### config.mk
export PLATFORM = sky130hd
export DESIGN_NAME = elastic_pipe_flat
export DESIGN_NICKNAME = d
export VERILOG_FILES = /design/src/rtl/elastic_pipe_if.sv /design/src/rtl/elastic_pipe.sv /design/src/flat_wrapper.sv
export SDC_FILE = /design/constraint.sdc
export NUM_CORES = 1
export LEC_CHECK = 0
export CORE_MARGIN = 2
export CORE_UTILIZATION = 25
export CTS_CLUSTER_SIZE = 30
export DETAILED_ROUTE_END_ITERATION = 7
export PLACE_DENSITY_LB_ADDON = 0.12
export SETUP_SLACK_MARGIN = 0.3
export SYNTH_ARGS = -nofsm -noshare
export SYNTH_HDL_FRONTEND = slang
export SYNTH_SLANG_ARGS = --single-unit
### constraint.sdc
create_clock -name clk -period 2.1 [get_ports clk]
set_clock_uncertainty 0.2 [all_clocks]
set_input_delay 0.21 -clock clk [delete_from_list [all_inputs] [get_ports clk]]
set_output_delay 0.21 -clock clk [all_outputs]
set_load 0.005 [all_outputs]
### src/rtl/elastic_pipe_if.sv
// Handshake bundle for elastic_pipe: upstream push, downstream pop, flush and fill level.
// The master side drives stimulus; the slave side is the pipe itself.
interface elastic_pipe_if #(
    parameter int W     = 8,
    parameter int DEPTH = 2
);
    localparam int OCC_W = $clog2(DEPTH + 2);

    logic             flush;
    logic             in_valid;
    logic [W-1:0]     in_data;
    logic             in_ready;
    logic             out_valid;
    logic [W-1:0]     out_data;
    logic             out_ready;
    logic [OCC_W-1:0] occupancy;

    modport master (
        output flush, in_valid, in_data, out_ready,
        input  in_ready, out_valid, out_data, occupancy
    );

    modport slave (
        input  flush, in_valid, in_data, out_ready,
        output in_ready, out_valid, out_data, occupancy
    );
endinterface

### src/rtl/elastic_pipe.sv
// DEPTH-stage valid/ready register pipeline with bubble collapsing, flush and fill count.
// Define ELASTIC_PIPE_SKID_EN to add a one-entry input skid and a registered in_ready.
module elastic_pipe #(
    parameter int W     = 8,
    parameter int DEPTH = 2
) (
    input  logic          clk,
    input  logic          rst_n,
    elastic_pipe_if.slave bus
);
    localparam int OCC_W = $clog2(DEPTH + 2);

    logic [DEPTH-1:0]        vld_pipe;
    logic [DEPTH-1:0][W-1:0] data_pipe;
    logic [DEPTH-1:0]        adv;
    logic [DEPTH-1:0]        inc;
    logic [OCC_W-1:0]        occ;
    logic                    s0_open;
    logic                    s0_load;
    logic [W-1:0]            s0_data;
    logic                    in_xfer;
    logic                    out_xfer;

    // Advance propagates backward from the output: a stage moves when its
    // successor is empty or moving, so bubbles collapse under an output stall.
    always_comb begin
        adv = '0;
        adv[DEPTH-1] = vld_pipe[DEPTH-1] && bus.out_ready && !bus.flush;
        for (int s = DEPTH - 2; s >= 0; s--)
            adv[s] = vld_pipe[s] && (!vld_pipe[s+1] || adv[s+1]);
    end

    always_comb begin
        inc = '0;
        inc[0] = s0_load;
        for (int s = 1; s < DEPTH; s++)
            inc[s] = adv[s-1];
    end

    assign s0_open       = !vld_pipe[0] || adv[0];
    assign out_xfer      = adv[DEPTH-1];
    assign bus.out_valid = vld_pipe[DEPTH-1] && !bus.flush;
    assign bus.out_data  = data_pipe[DEPTH-1];
    assign bus.occupancy = occ;

`ifdef ELASTIC_PIPE_SKID_EN
    logic         skid_vld;
    logic [W-1:0] skid_data;

    // in_ready comes straight off the skid flop; flush is gated internally.
    assign bus.in_ready = !skid_vld;
    assign in_xfer      = bus.in_valid && !skid_vld && !bus.flush;
    assign s0_load      = s0_open && (skid_vld || in_xfer);
    assign s0_data      = skid_vld ? skid_data : bus.in_data;

    always_ff @(posedge clk) begin
        if (!rst_n) begin
            skid_vld  <= 1'b0;
            skid_data <= '0;
        end else if (bus.flush) begin
            skid_vld  <= 1'b0;
        end else if (skid_vld) begin
            if (s0_open) skid_vld <= 1'b0;
        end else if (in_xfer && !s0_open) begin
            skid_vld  <= 1'b1;
            skid_data <= bus.in_data;
        end
    end
`else
    assign bus.in_ready = !bus.flush && s0_open;
    assign in_xfer      = bus.in_valid && bus.in_ready;
    assign s0_load      = in_xfer;
    assign s0_data      = bus.in_data;
`endif

    always_ff @(posedge clk) begin
        if (!rst_n) begin
            vld_pipe  <= '0;
            data_pipe <= '0;
        end else if (bus.flush) begin
            vld_pipe  <= '0;
        end else begin
            vld_pipe <= inc | (vld_pipe & ~adv);
            if (inc[0]) data_pipe[0] <= s0_data;
            for (int s = 1; s < DEPTH; s++)
                if (inc[s]) data_pipe[s] <= data_pipe[s-1];
        end
    end

    always_ff @(posedge clk) begin
        if (!rst_n)                     occ <= '0;
        else if (bus.flush)             occ <= '0;
        else if (in_xfer && !out_xfer)  occ <= occ + OCC_W'(1);
        else if (out_xfer && !in_xfer)  occ <= occ - OCC_W'(1);
    end
endmodule

### src/flat_wrapper.sv
// flat-port wrapper written by rule: the top's interface ports become plain ports
module elastic_pipe_flat 
#(
    parameter int W     = 8,
    parameter int DEPTH = 2
)
  (clk, rst_n, bus_flush, bus_in_valid, bus_in_data, bus_out_ready, bus_in_ready, bus_out_valid, bus_out_data, bus_occupancy);
  elastic_pipe_if #(.W(W), .DEPTH(DEPTH)) bus_i ();
  input  logic clk;
  input  logic rst_n;
  input wire logic [$bits(bus_i.flush)-1:0] bus_flush;
  input wire logic [$bits(bus_i.in_valid)-1:0] bus_in_valid;
  input wire logic [$bits(bus_i.in_data)-1:0] bus_in_data;
  input wire logic [$bits(bus_i.out_ready)-1:0] bus_out_ready;
  output wire logic [$bits(bus_i.in_ready)-1:0] bus_in_ready;
  output wire logic [$bits(bus_i.out_valid)-1:0] bus_out_valid;
  output wire logic [$bits(bus_i.out_data)-1:0] bus_out_data;
  output wire logic [$bits(bus_i.occupancy)-1:0] bus_occupancy;
  assign bus_i.flush = bus_flush;
  assign bus_i.in_valid = bus_in_valid;
  assign bus_i.in_data = bus_in_data;
  assign bus_i.out_ready = bus_out_ready;
  assign bus_in_ready = bus_i.in_ready;
  assign bus_out_valid = bus_i.out_valid;
  assign bus_out_data = bus_i.out_data;
  assign bus_occupancy = bus_i.occupancy;
  elastic_pipe #(.W(W), .DEPTH(DEPTH)) u_core (.clk(clk), .rst_n(rst_n), .bus(bus_i));
endmodule
---- After elaboration in Yosys (flattened, before gate mapping) ----
Cells that the tools add are included.
storage, ports and cells
  input port bits ......................... 13
  bits in registers ....................... 20
  output and inout bits ................... 12
  word-level logic and storage cells ...... 32
cells by class
  add/sub/neg operators ................... 2
  bitwise operators ....................... 5
  multiplexer cells ....................... 2
  reductions and logical operators ........ 19
operators with widths
  cell                 number
  $logic_and 1x1->1    8
  $logic_not 1->1      5
  $mux 2               2
  $reduce_and 2->1     2
  $add 2x1->2 const B  1
  $and 2x2->2          1
  $logic_or 1x1->1     2
  $not 1->1            2
  $not 2->2            1
  $or 2x2->2           1
  $reduce_bool 2->1    1
  $reduce_or 2->1      1
  $sub 2x1->2 const B  1

---- Depth between registers and ports, before layout ----
Gate-level depths: netlist of the first run.
  depth after elaboration ................. 11
  depth in mapped cells ................... 7
  mapped depth without buffers ............ 6

---- Least setup slack after synthesis of the first run ----
Ideal clock, no wire load.
  path type ............................... register to register
  start point ............................. register u_core.vld_pipe[1]
  end point ............................... register u_core.occ[1] (netlist: u_core.bus.occupancy[1])
  library setup time ...................... 0.070 ns
  clock period less this slack ............ 1.702 ns
  data required time ...................... 1.830 ns
  slack ................................... 0.398 ns
  arrival ................................. 1.432 ns
  cell stages (with the launch flop) ...... 7
  buffers on the path ..................... 1
  path through ............................ dfxtp_1 nor2b_4 a21oi_2 buf_6 ha_1 or3_1 a21oi_1
between the ends
  word-level cells in the longest chain between the ends .. 10
  elaborated cells on any way between the ends .. 14
  those cells by class .................... 1 x mux; 13 x reduce/logical
ends and longest elaborated chain
  item                                line                RTL
  start, declared                     elastic_pipe.sv:13  logic [DEPTH-1:0] vld_pipe;
  start signal, assigned              elastic_pipe.sv:83  vld_pipe <= inc | (vld_pipe & ~adv);
  $logic_and 1x1->1 (2 in series)     elastic_pipe.sv:28  adv[DEPTH-1] = vld_pipe[DEPTH-1] && bus.out_ready && !bus.flush;
  $logic_or 1x1->1                    elastic_pipe.sv:30  adv[s] = vld_pipe[s] && (!vld_pipe[s+1] || adv[s+1]);
  $logic_and 1x1->1                   elastic_pipe.sv:30
  $logic_or 1x1->1                    elastic_pipe.sv:40  assign s0_open = !vld_pipe[0] || adv[0];
  $logic_and 1x1->1                   elastic_pipe.sv:70  assign bus.in_ready = !bus.flush && s0_open;
  $logic_and 1x1->1                   elastic_pipe.sv:71  assign in_xfer = bus.in_valid && bus.in_ready;
  $logic_not 1->1                     elastic_pipe.sv:94  else if (out_xfer && !in_xfer) occ <= occ - OCC_W'(1);
  $logic_and 1x1->1                   elastic_pipe.sv:94
  $reduce_bool 2->1 (no source line)  n/a
  end signal, assigned                elastic_pipe.sv:93  else if (in_xfer && !out_xfer) occ <= occ + OCC_W'(1);
  end signal, assigned                elastic_pipe.sv:94
  end, declared                       elastic_pipe.sv:17  logic [OCC_W-1:0] occ;
Parallel ways exist; a longest one is shown, timed or not.
A chain may end at the register's enable or synchronous reset.

---- Worst setup path after layout of the first run ----
  start point ............................. input bus_flush
  end point ............................... output bus_out_valid
between the ends
  word-level cells in the longest chain between the ends .. 2
ends and longest elaborated chain
  item               line                RTL
  start, declared    flat_wrapper.sv:11  input wire logic [$bits(bus_i.flush)-1:0] bus_flush;
  $logic_not 1->1    elastic_pipe.sv:42  assign bus.out_valid = vld_pipe[DEPTH-1] && !bus.flush;
  $logic_and 1x1->1  elastic_pipe.sv:42
  end, declared      flat_wrapper.sv:16  output wire logic [$bits(bus_i.out_valid)-1:0] bus_out_valid;
Every way passes these cells.

==> flow_summary.json, run 1 <==
{
  "status": "complete, no violations",
  "drv_slew": 0,
  "avgSynthCellArea_sq_um": 8.868,
  "critPathCaptureType": "primary output",
  "synth-seq-cells": 20,
  "synth_cell_types": 19,
  "dieArea_sq_um": 4153,
  "total_leakage_power_nw": 0.4356,
  "nNetsFinal": 137,
  "synthCells": 103,
  "finish.instance_area_sq_um": 1205,
  "clockRootBuffer": "clkbuf_4",
  "hold_ws_ps": 244.2,
  "num_rows": 21,
  "async_reset_ff_share_pct": 0,
  "syn2layout_area_growth_pct": 31.92,
  "tns_ps": 0,
  "required_ps": 1690,
  "worstSetupEndpoint": "bus_out_valid",
  "hold_buffers": 0,
  "grt_usage_pct": 9.111,
  "dr.pass1.iters": 3,
  "max_freq_mhz": 579.4,
  "worstSetupPathType": "in -> out",
  "crit_fanout": 3,
  "synth_top_area_share_pct": 43.84,
  "grt_pass1_wl_mm": 3.022,
  "antennaDiodeCount": 0,
  "gp_congestion": 0.7305,
  "htreeDepth": 1,
  "crit-reg2reg-launch": "u_core.vld_pipe[1]$_SDFF_PP0_",
  "dp_slack_ps": 87.00,
  "die_h_um": 64.45,
  "setup_viol": 0,
  "drive_gt1_share_pct": 10.66,
  "synth.area.top_cells": "dfxtp_1 (44%), mux2i_1 (8.8%), buf_4 (7.4%)",
  "first_global_vias": 665,
  "rr_worst_depth": 5,
  "yosys_most_used_dff": "dfxtp_1",
  "r2r_slack_ps": 430,
  "crit_start": "bus_flush",
  "syn_nets": 117,
  "yosysWarnings": 0,
  "hold_viol": 0,
  "final_core_util_pct": 35.27,
  "synth_commonest_cells": "dfxtp_1 (20), nand2_1 (17), buf_4 (9), o21ai_0 (9)",
  "core_sq_um": 3416,
  "p_per_area_nw_per_um2": 657.7,
  "placed_area_sq_um": 1151,
  "tightestPinTransition_ps": 289.3,
  "viasPerCell": 4.190,
  "arrival_ps": 1320,
  "post_cts_buffers": 0,
  "antenna_found_initial": 0,
  "drc_errors": 0,
  "wl_mm": 1.791,
  "grt_max_degree": 21,
  "initial_utilization_pct": 26.74,
  "port_buffers": 24,
  "antenna_left": 0,
  "fin_crit_sh_pct": 82.19,
  "drt_iter0_drc": 16,
  "max_cap_viol_count": 0,
  "yosys.area.top_type": "dfxtp_1",
  "slew-limit-headroom_pct": 80.72,
  "final_cells": 168,
  "cts_made_buffers": 3,
  "finalCriticalPeriod_ps": 1726,
  "peakVddDrop_v": 0.0001810,
  "hold_class": "in -> reg",
  "cts_sinks": 20,
  "rsz0062_at_grt": "false",
  "reg2reg_to": "u_core.bus.occupancy[1]$_SDFFE_PP0P_",
  "vias": 704,
  "netlist_area_sq_um": 913.4,
  "clk_pin_slew_ps": 130,
  "synth_edf_count": 0,
  "overflow": 0,
  "yosysSeqAreaShare_pct": 43.84,
  "start_kind": "primary input",
  "finalPower_uw": 792.5,
  "routedWlPerCell_um": 10.66,
  "dp.cells": 164,
  "place_hpwl_mm": 1.357,
  "setup_slack_ps": 374.0,
  "cts_tree": "built",
  "cts_buffer_depth": 2,
  "insertion_delay_ps": 300,
  "ios": 25,
  "die_w_um": 64.45,
  "synth.most_common_cell": "dfxtp_1"
}
logic make-up after synthesis:
| logic type | Yosys count | share of synthesized area (%) |
|---|---|---|
| AO/OA/AOI/OAI | 21 | 14.11 |
| XOR/XNOR | 2 | 1.918 |
| adder cells (fa/ha/maj) | 1 | 1.370 |
| buffers and inverters | 14 | 10.68 |
| flip-flops | 20 | 43.84 |
| multiplexers | 8 | 8.767 |
| AND/OR/NAND/NOR | 37 | 19.31 |
routing by layer:
metal  track usage [%]  up-vias  wire, um
met5                 0        -         0
met4             3.989        0        13
met3             2.431        2        97
met2             13.67       13       730
met1             12.26      314       950
li1                  -      375         -
worst min path at each step:
stage,from,endpoint,slack (ps),depth (start not counted)
6_report,bus_in_data[7],u_core.data_pipe[7]$_SDFFE_PN0P_,240,3
5_1_grt,bus_in_data[7],u_core.data_pipe[7]$_SDFFE_PN0P_,230,3
4_1_cts,bus_in_data[7],u_core.data_pipe[7]$_SDFFE_PN0P_,240,3
3_5_place_dp,u_core.data_pipe[0]$_SDFFE_PN0P_,u_core.data_pipe[0]$_SDFFE_PN0P_,250,2
3_3_place_gp,u_core.data_pipe[3]$_SDFFE_PN0P_,u_core.data_pipe[3]$_SDFFE_PN0P_,250,2
2_1_floorplan,bus_in_valid,u_core.vld_pipe[0]$_SDFF_PP0_,130,2
cell type report:
type	instances	area, sq um
clock inverter	1	30.03
sequential	20	401.6
multi-input combinational	69	417.9
tap	46	57.56
clock buffer	3	22.52
fill	369	2211
timing repair buffer	29	275.3
sequential cells by signal, summed over array words and instances, names as in the netlist:
register              cells
u_core.vld_pipe           2
u_core.bus.out_data       8
u_core.data_pipe          8
u_core.bus.occupancy      2
report_power, final:
group | switching [mW] | internal, mW
logic | 0.0323 | 0.0465
registers | 0.00756 | 0.391
clock network | 0.123 | 0.193
critical path, cell delays in order:
cell and delay (ps):
clkdlybuf4s50_1 460, nor2b_2 140, clkdlybuf4s50_1 510
cell usage in the layout (no fill, tap or decap):
| master | n |
|---|---|
| clkdlybuf4s50_1 | 22 |
| ha_1 | 1 |
| nand2b_1 | 4 |
| mux2i_1 | 8 |
| xor2_1 | 2 |
| or3_1 | 1 |
| nor2_1 | 4 |
| dfxtp_2 | 1 |
| nor2b_1 | 1 |
| o21ai_0 | 9 |
| a21oi_2 | 1 |
| bufinv_16 | 1 |
| a21oi_1 | 3 |
| nand2_1 | 17 |
| dlygate4sd2_1 | 2 |
| nand3_1 | 8 |
| nor2b_2 | 1 |
| dfxtp_1 | 19 |
| a21boi_1 | 8 |
| buf_4 | 5 |
| nor2b_4 | 1 |
| clkbuf_4 | 3 |
timing repair:
action	4_1_cts	5_1_grt
endpoints found under the setup margin	1	2
gates cloned	0	0
gates resized for setup	2	2
Power figures use the tool's default switching activity.
==> inputs of run 2 (changes only) <==
Clock period 2.1 ns to 1.5 ns, I/O delays scaled along.
==> run 2 against run 1 <==
  * The flow now finishes with violations (negative setup slack)
  * Largest power group unchanged
  * Critical endpoint is now u_core.bus.occupancy[1]$_SDFFE_PP0P_
  * Via count is 7.0% higher
  * Final area is 8.7% higher
  * Utilization is 3.1 points higher
  * Combinational power is 69% higher
  * Worst setup slack worse by 450 ps
  * Global-route usage is 0.89 points higher
==> flow_summary.json, run 2 (same netlist as run 1, synthesis figures left out) <==
{
  "status": "finished with violations",
  "clockRootBuffer": "clkbuf_4",
  "arrival_ps": 1610,
  "routedWlPerCell_um": 11.01,
  "setup_viol": 1,
  "grt_max_degree": 26,
  "rr_worst_depth": 6,
  "reg2reg_to": "u_core.bus.occupancy[1]$_SDFFE_PP0P_",
  "drc_errors": 0,
  "setup_slack_ps": -75.21,
  "finish.instance_area_sq_um": 1310,
  "htreeDepth": 1,
  "r2r_slack_ps": -80,
  "use_met2_pct": 16.02,
  "viasPerCell": 4.303,
  "crit-reg2reg-launch": "u_core.vld_pipe[1]$_SDFF_PP0_",
  "worstSetupPathType": "reg -> reg",
  "antenna_left": 0,
  "required_ps": 1530,
  "dp_slack_ps": -395.1,
  "antennaDiodeCount": 0,
  "grt_usage_pct": 10.00,
  "finalCriticalPeriod_ps": 1575,
  "drv_slew": 0,
  "use_met3_pct": 3.299,
  "total_leakage_power_nw": 0.5067,
  "drive_gt1_share_pct": 43.41,
  "vias": 753,
  "grt_pass1_wl_mm": 3.270,
  "grtUsageMet1_pct": 13.05,
  "dr.pass1.iters": 4,
  "wl_mm": 1.927,
  "cts_tree": "built",
  "nNetsFinal": 144,
  "initial_utilization_pct": 26.74,
  "cts_buffer_depth": 2,
  "hold_class": "in -> reg",
  "dieArea_sq_um": 4153,
  "cts_made_buffers": 3,
  "first_global_vias": 713,
  "die_h_um": 64.45,
  "die_w_um": 64.45,
  "num_rows": 21,
  "core_sq_um": 3416,
  "clk_pin_slew_ps": 110,
  "crit_start": "u_core.vld_pipe[1]$_SDFF_PP0_",
  "final_common_cell": "nand2_1",
  "overflow": 0,
  "final_cell_mix": "nand2_1 (16), clkdlybuf4s50_1 (12), dfxtp_2 (10)",
  "port_buffers": 24,
  "place_hpwl_mm": 1.385,
  "grt.busiest_layer": "met2",
  "drt_iter0_drc": 20,
  "violations": "negative setup slack",
  "p_per_area_nw_per_um2": 758.9,
  "ios": 25,
  "slew-limit-headroom_pct": 81.86,
  "start_kind": "flip-flop",
  "crit_fanout": 3,
  "gp_congestion": 0.7535,
  "antenna_found_initial": 0,
  "nFillCells": 365,
  "placed_area_sq_um": 1200,
  "cts_sinks": 20,
  "max_freq_mhz": 634.8,
  "critPathCaptureType": "flip-flop",
  "fin_crit_sh_pct": 105.0,
  "worstSetupEndpoint": "u_core.bus.occupancy[1]$_SDFFE_PP0P_",
  "rsz0062_at_grt": "true",
  "peakVddDrop_v": 0.0005012,
  "hold_buffers": 0,
  "insertion_delay_ps": 290,
  "tightestPinTransition_ps": 272.0,
  "max_cap_viol_count": 0,
  "hold_viol": 0,
  "syn2layout_area_growth_pct": 43.43
}
-- run 2: cell count changes in the layout (fill, tap and decap cells not counted), moves of 2 or more --
cell | before | now
a21oi_1 | 3 | 1
buf_4 | 5 | 8
buf_6 | 0 | 4
dfxtp_2 | 1 | 10
clkdlybuf4s50_1 | 22 | 12
o21ai_2 | 0 | 8
dfxtp_1 | 19 | 9
o21ai_0 | 9 | 1
buf_2 | 0 | 9
-- run 2: worst min-delay path by stage --
stage	endpoint	cells past startpoint	from
2_1_floorplan	u_core.vld_pipe[0]$_SDFF_PP0_	2	bus_in_valid
3_3_place_gp	u_core.data_pipe[4]$_SDFFE_PN0P_	2	u_core.data_pipe[4]$_SDFFE_PN0P_
3_5_place_dp	u_core.data_pipe[4]$_SDFFE_PN0P_	2	u_core.data_pipe[4]$_SDFFE_PN0P_
4_1_cts	u_core.data_pipe[5]$_SDFFE_PN0P_	3	bus_in_data[5]
5_1_grt	u_core.data_pipe[5]$_SDFFE_PN0P_	3	bus_in_data[5]
6_report	u_core.data_pipe[6]$_SDFFE_PN0P_	3	bus_in_data[6]
-- run 2: timing repair --
| action | 4_1_cts | 5_1_grt |
|---|---|---|
| gates resized for setup | 79 | 4 |
| pin swaps | 18 | 1 |
| buffers inserted | 3 | 0 |
| gates cloned | 1 | 0 |
| setup endpoints to repair | 30 | 24 |
-- run 2: layout make-up --
type / instances / area, sq um / area share, %
repair buffers: 36 / 304.0 / 23.21
clock buffers: 4 / 36.28 / 2.770
multi-input cells: 69 / 495.5 / 37.82
well taps: 46 / 57.56 / 4.393
flip-flops and latches: 20 / 416.7 / 31.81
-- run 2: power by group --
part	total, mW	switching [mW]	internal, mW
clock network	0.305	0.157	0.148
registers	0.556	0.0101	0.546
logic	0.133	0.0556	0.0776
-- run 2: layer usage --
metal  vias up  routed length, um  share of wire [%]
met2        14                895                 46
li1        388                  -                  -
met4         0                 19               0.99
met3         2                 94                4.9
met1       349                918                 48
met5         -                  0                  0
-- run 2: critical path, cell delays in order, from the launching register on --
cell and delay, ps:
dfxtp_2 360, nor2b_4 170, a21oi_4 70, ha_4 160, xor2_2 130, or3_1 300, a21oi_1 120
-- run 2: stage by stage --
step           hold WS (ps)  util [%]  setup TNS, ps  power, mW  instances
3_5_place_dp          252.3     35.13          -3092     0.6935        167
4_1_cts               190.6     38.13         -119.1      1.016        175
6_report              201.5     38.35         -75.21     0.9941        175
3_3_place_gp          249.6     35.13          -2556     0.6912        167
2_1_floorplan         67.43         -         -111.6     0.6264        103
5_1_grt               200.8     38.35         -318.7      1.055        175
==> RTL change 1, RTL diff (flow settings as in run 2) <==
The option `ELASTIC_PIPE_SKID_EN` is turned on by a define.
--- a/src/rtl/elastic_pipe.sv
+++ b/src/rtl/elastic_pipe.sv
@@ -1,5 +1,7 @@
 // DEPTH-stage valid/ready register pipeline with bubble collapsing, flush and fill count.
 // Define ELASTIC_PIPE_SKID_EN to add a one-entry input skid and a registered in_ready.
+`define ELASTIC_PIPE_SKID_EN
+
 module elastic_pipe #(
     parameter int W     = 8,
     parameter int DEPTH = 2
Behaviour: not the same (a bounded check fails within 4 cycles, from zero or initial values and one cycle with rst_n low).
==> RTL change 1 against run 2 <==
Power rose by 62%. Wire length rose by 60%. Sequential power rose by 45%. Non-clock buffer count rose by 13. Critical path depth did not move. Sequential cell count rose by 9. Final cell count rose by 45%. First-iteration DRC count rose by 70%. Worst setup slack improved by 65 ps. Largest cell class unchanged. The run still ends with negative setup slack left. Final area rose by 56%. Synthesized area rose by 48%.
==> RTL change 1: results (changes against run 2) <==
| Metric | Value |
|---|---|
| Status | finished with violations |
| Worst hold path depth | 2 (-1) |
| Largest net degree at the start of global routing | 33 (+27%) |
| Nets | 198 (+38%) |
| Vias per std cell | 4.43 (+2.8%) |
| Hold endpoint | u_core.bus.out_data[0] |
| Min-Delay Path Class | reg2reg |
| Netlist cell types | 24 (+5) |
| Worst slew margin | 73.9% (-7.9 points) |
| Routability cong. | 0.680 (-9.8%) |
| Wire per inst | 12.1 µm (+10%) |
| Share of cells above drive strength 1 | 38.6% (-4.8 points) |
| Crit path largest cell delay | 330 ps (-30 ps) |
| First-pass GRT wire length | 5080 µm (+55%) |
| Post-synth net total | 161 (+38%) |
| Most area-consuming cells after synthesis | dfxtp_1, mux2i_1, nand3_1, o211a_1, buf_4 |
| Post-CTS Setup Bufs | 6 (+3) |
| Failing checks | negative setup slack |
| Fill count | 518 (+42%) |
| Crit-path max FO | 2 (-1) |
| Total CTS buffers | 5 (+2) |
| Gr usage total | 10.8% (+0.76 points) |
| CTS H-tree lvls | 2 (+1) |
| Vias in the first global route | 1053 (+48%) |
| Critical path data arrival time | 1520 ps (-90 ps) |
| Setup TNS | -10.4 ps (+64.8 ps) |
| Post-CTS Resized | 50 (-37%) |
| Starting DRT DRC Count | 34 (+70%) |
| Worst VDD drop | 0.478 mV (-4.6%) |
| Hold wc startpoint | u_core.bus.out_data[0] |
| Worst-Skew Late Latency | 270 ps (-20 ps) |
| Post-synth top cells | dfxtp_1, nand2_1, mux2i_1, nand3_1 |
| Register area | 594 µm² (+43%) |
| HPWL Detailed | 2170 µm (+57%) |
| Pleak | 0.816 nW (+61%) |
| Clock Tree Root | clkbuf_8 |
| Final number of setup-violating endpoints | 1 (unchanged) |
| Sequential cell area fraction in the yosys report | 43.0% (-0.87 points) |
| Final WS setup | -10.4 ps (+64.8 ps) |
## RTL change 1: cell count changes after synthesis, sizes merged, moves of 2 or more
cell / change
clkbuf: +7
o211a: +8
dfxtp: +9
nand3: +8
a21oi: -2
mux2i: +8
## RTL change 1: per-stage QoR
step	cells	worst slack (ps)
3_3_place_gp	234	-340
4_1_cts	249	-21.9
3_5_place_dp	234	-390
2_1_floorplan	147	5.97
6_report	254	-10.4
5_1_grt	254	-81.1
## RTL change 1: routing by layer
metal / vias to the layer above / wire, µm / global-route usage (%)
li1: 576 / - / -
met1: 523 / 1530 / 14.4
met2: 21 / 1390 / 15.7
met3: 4 / 117 / 3.37
met4: 0 / 44 / 4.82
met5: - / 0 / 0
## RTL change 1: kinds of logic (layout without fill, tap and decap cells)
group	Yosys count	after routing	synth area share [%]
adder cells (fa/ha/maj)	1	1	0.926
XOR/XNOR	2	2	1.30
AO/OA/AOI/OAI	28	28	15.2
flip-flops	29	29	43.0
buffers and inverters	21	57	9.54
multiplexers	16	16	11.9
AND/OR/NAND/NOR	50	51	18.2
## RTL change 1: critical path: cells and delay by family (launching register included)
family | cells | cell delay [ps]
flip-flops | 1 | 330
AND/OR/NAND/NOR | 3 | 510
AO/OA/AOI/OAI | 1 | 120
XOR/XNOR | 1 | 140
adder cells (fa/ha/maj) | 1 | 150
## RTL change 1: where the power goes
part / internal (mW) / switching [mW]
clock: 0.363 / 0.271
sequential: 0.791 / 0.0143
combinational: 0.0983 / 0.0741
total: 1.25 / 0.359
## RTL change 1: area by class of cell
type	count	area share, %
clock buffer	7	4.22
inverter	1	0.183
multi-input combinational	98	38.1
sequential	29	29.1
tap	70	4.28
timing repair buffer	49	24.2
==> RTL change 2, RTL diff (flow settings as in run 2) <==
Without the edit above. `W` is set to 8 in 3 places; all go to 10.
--- a/src/rtl/elastic_pipe_if.sv
+++ b/src/rtl/elastic_pipe_if.sv
@@ -1,7 +1,7 @@
 // Handshake bundle for elastic_pipe: upstream push, downstream pop, flush and fill level.
 // The master side drives stimulus; the slave side is the pipe itself.
 interface elastic_pipe_if #(
-    parameter int W     = 8,
+    parameter int W     = 10,
     parameter int DEPTH = 2
 );
     localparam int OCC_W = $clog2(DEPTH + 2);
--- a/src/rtl/elastic_pipe.sv
+++ b/src/rtl/elastic_pipe.sv
@@ -1,7 +1,7 @@
 // DEPTH-stage valid/ready register pipeline with bubble collapsing, flush and fill count.
 // Define ELASTIC_PIPE_SKID_EN to add a one-entry input skid and a registered in_ready.
 module elastic_pipe #(
-    parameter int W     = 8,
+    parameter int W     = 10,
     parameter int DEPTH = 2
 ) (
     input  logic          clk,
--- a/src/flat_wrapper.sv
+++ b/src/flat_wrapper.sv
@@ -1,7 +1,7 @@
 // flat-port wrapper written by rule: the top's interface ports become plain ports
 module elastic_pipe_flat 
 #(
-    parameter int W     = 8,
+    parameter int W     = 10,
     parameter int DEPTH = 2
 )
   (clk, rst_n, bus_flush, bus_in_valid, bus_in_data, bus_out_ready, bus_in_ready, bus_out_valid, bus_out_data, bus_occupancy);
Interface: changed (resized bus_in_data and bus_out_data); port bits go from 25 to 29. No check against the original RTL was run, so the function may have changed too.
==> RTL change 2 against run 2 <==
The run ends with negative hold slack, negative setup slack left. Wire length grew 32%. Final cell count is 21% higher. Power increased by 22%. Synthesized area rose by 19%. Fmax down 2.0%. Final area is 32% higher. Sequential power rose by 20%. Global-route usage rose by 0.77 points. Clock power rose by 20%. Core utilization increased by 4.0 points. Worst setup slack got worse by 31 ps. Sequential cell count grew 4. First-iteration DRC count up 90%. Critical path type unchanged. Critical endpoint unchanged.
==> RTL change 2: results (changes against run 2) <==
| Metric | Value |
|---|---|
| Crit-path max FO | 3 (unchanged) |
| Fill count | 420 (+15%) |
| Total CTS buffers | 3 (unchanged) |
| Failing checks | negative hold slack, negative setup slack |
| HPWL Detailed | 1760 µm (+27%) |
| CTS clk-pin slew, worst paths | 80 ps (-30 ps) |
| Post-synth top cells | dfxtp_1, nand2_1, buf_4, o21ai_0 |
| Portion of netlist area occupied by mux cells | 9.22% (+0.45 points) |
| Nets | 179 (+24%) |
| Most area-consuming cells after synthesis | dfxtp_1, mux2i_1, buf_4, nand2_1, a21boi_1 |
| M1 GR Usage | 13.9% (+0.86 points) |
| Worst VDD drop | 0.269 mV (-46%) |
| Pint | 943 µW (+22%) |
| Final Hold Vio Count | 1 (+1) |
| First-pass GRT wire length | 4310 µm (+32%) |
| Place WS | -437 ps (-42.0 ps) |
| Final number of setup-violating endpoints | 9 (+8) |
| Area after DPL | 0.00140 mm² (+16%) |
| Vias in the first global route | 960 (+35%) |
| Compound-Gate Fraction of Synth Area | 14.2% (+0.061 points) |
| Routability cong. | 0.683 (-9.3%) |
| Initial antenna violation count | 0 (unchanged) |
| Sequential cell area fraction in the yosys report | 44.2% (+0.40 points) |
| R2R Setup Slk | -110 ps (-30 ps) |
| Wire per inst | 12.1 µm (+9.8%) |
| Met2 usage | 17.9% (+1.9 points) |
| Share of cells above drive strength 1 | 37.9% (-5.5 points) |
| Largest net degree at the start of global routing | 17 (-35%) |
| Hold endpoint | u_core.vld_pipe[0] |
| Worst slew margin | 87.0% (+5.1 points) |
| Met3 usage | 2.02% (-1.3 points) |
| Xor and xnor fraction of the mapped netlist area | 1.61% (-0.30 points) |
| Vias per std cell | 4.38 (+1.9%) |
| Reg power frac | 54.9% (-1.1 points) |
| Pleak | 0.678 nW (+34%) |
| Ys flop type | dfxtp_1 |
| Post-CTS Resized | 61 (-23%) |
| Gr usage total | 10.8% (+0.77 points) |
| DR pass1 iterations | 4 (unchanged) |
| Worst hold path depth | 3 (unchanged) |
| Min-Delay Path Class | in2reg |
| Worst-Skew Late Latency | 260 ps (-30 ps) |
| Clock Tree Root | clkbuf_8 |
| Crit. End Element | flip-flop |
| Deepest clock path buffer count | 2 (unchanged) |
| Adder-Cell Fraction of Synth Area | 1.15% (-0.22 points) |
| Comb pwr | 181 µW (+36%) |
| Min Hold Slack | -34.0 ps (-235 ps) |
| Post-CTS Setup Bufs | 6 (+3) |
| Starting DRT DRC Count | 38 (+90%) |
| Post-synth net total | 139 (+19%) |
| Port Buffers | 28 (+17%) |
| Gate power share | 14.9% (+1.5 points) |
| Status | finished with violations |
| Final WS setup | -107 ps (-31.4 ps) |
| Hold wc startpoint | bus_in_valid |
[RTL change 2: cell types whose count changed after synthesis, sizes merged]
cell	delta
dfxtp	+4
clkbuf	+2
buf	+2
a21boi	+2
nand3	+2
o21ai	+2
nand2	+4
mux2i	+2
[RTL change 2: cell families (layout without fill, tap and decap cells)]
group,count (synthesis),count (layout)
AND/OR/NAND/NOR,43,43
AO/OA/AOI/OAI,25,25
flip-flops,24,24
buffers and inverters,18,56
multiplexers,10,10
XOR/XNOR,2,2
adder cells (fa/ha/maj),1,1
[RTL change 2: final cells by class]
| cell class | instances | area [µm²] | area share, % |
|---|---|---|---|
| Multi-Input combinational cell | 81 | 593 | 34.3 |
| Timing Repair Buffer | 53 | 536 | 31.0 |
| Tap cell | 50 | 62.6 | 3.62 |
| Sequential cell | 24 | 497 | 28.7 |
| Clock buffer | 3 | 41.3 | 2.39 |
[RTL change 2: layer usage]
| layer | vias to the layer above | share of wire, % | routed length (µm) |
|---|---|---|---|
| met5 | - | 0 | 0 |
| met3 | 2 | 4.1 | 104 |
| met1 | 422 | 47 | 1200 |
| li1 | 481 | - | - |
| met4 | 0 | 0.74 | 19 |
| met2 | 20 | 48 | 1230 |
[RTL change 2: metrics by stage]
| step | utilization [%] | setup TNS [ps] | std cells |
|---|---|---|---|
| after floorplan | - | -187 | 123 |
| after global placement | 34.2 | -3750 | 193 |
| after detailed placement | 34.2 | -4590 | 193 |
| after CTS | 39.0 | -242 | 205 |
| after global routing | 42.3 | -780 | 211 |
| final | 42.3 | -231 | 211 |
[RTL change 2: worst max-delay path, stage by stage (launching register included)]
cell,delay [ps]
dfxtp_2,360
nor2b_4,180
a21oi_4,80
ha_4,160
xor2_1,140
or3_1,300
a21oi_1,120
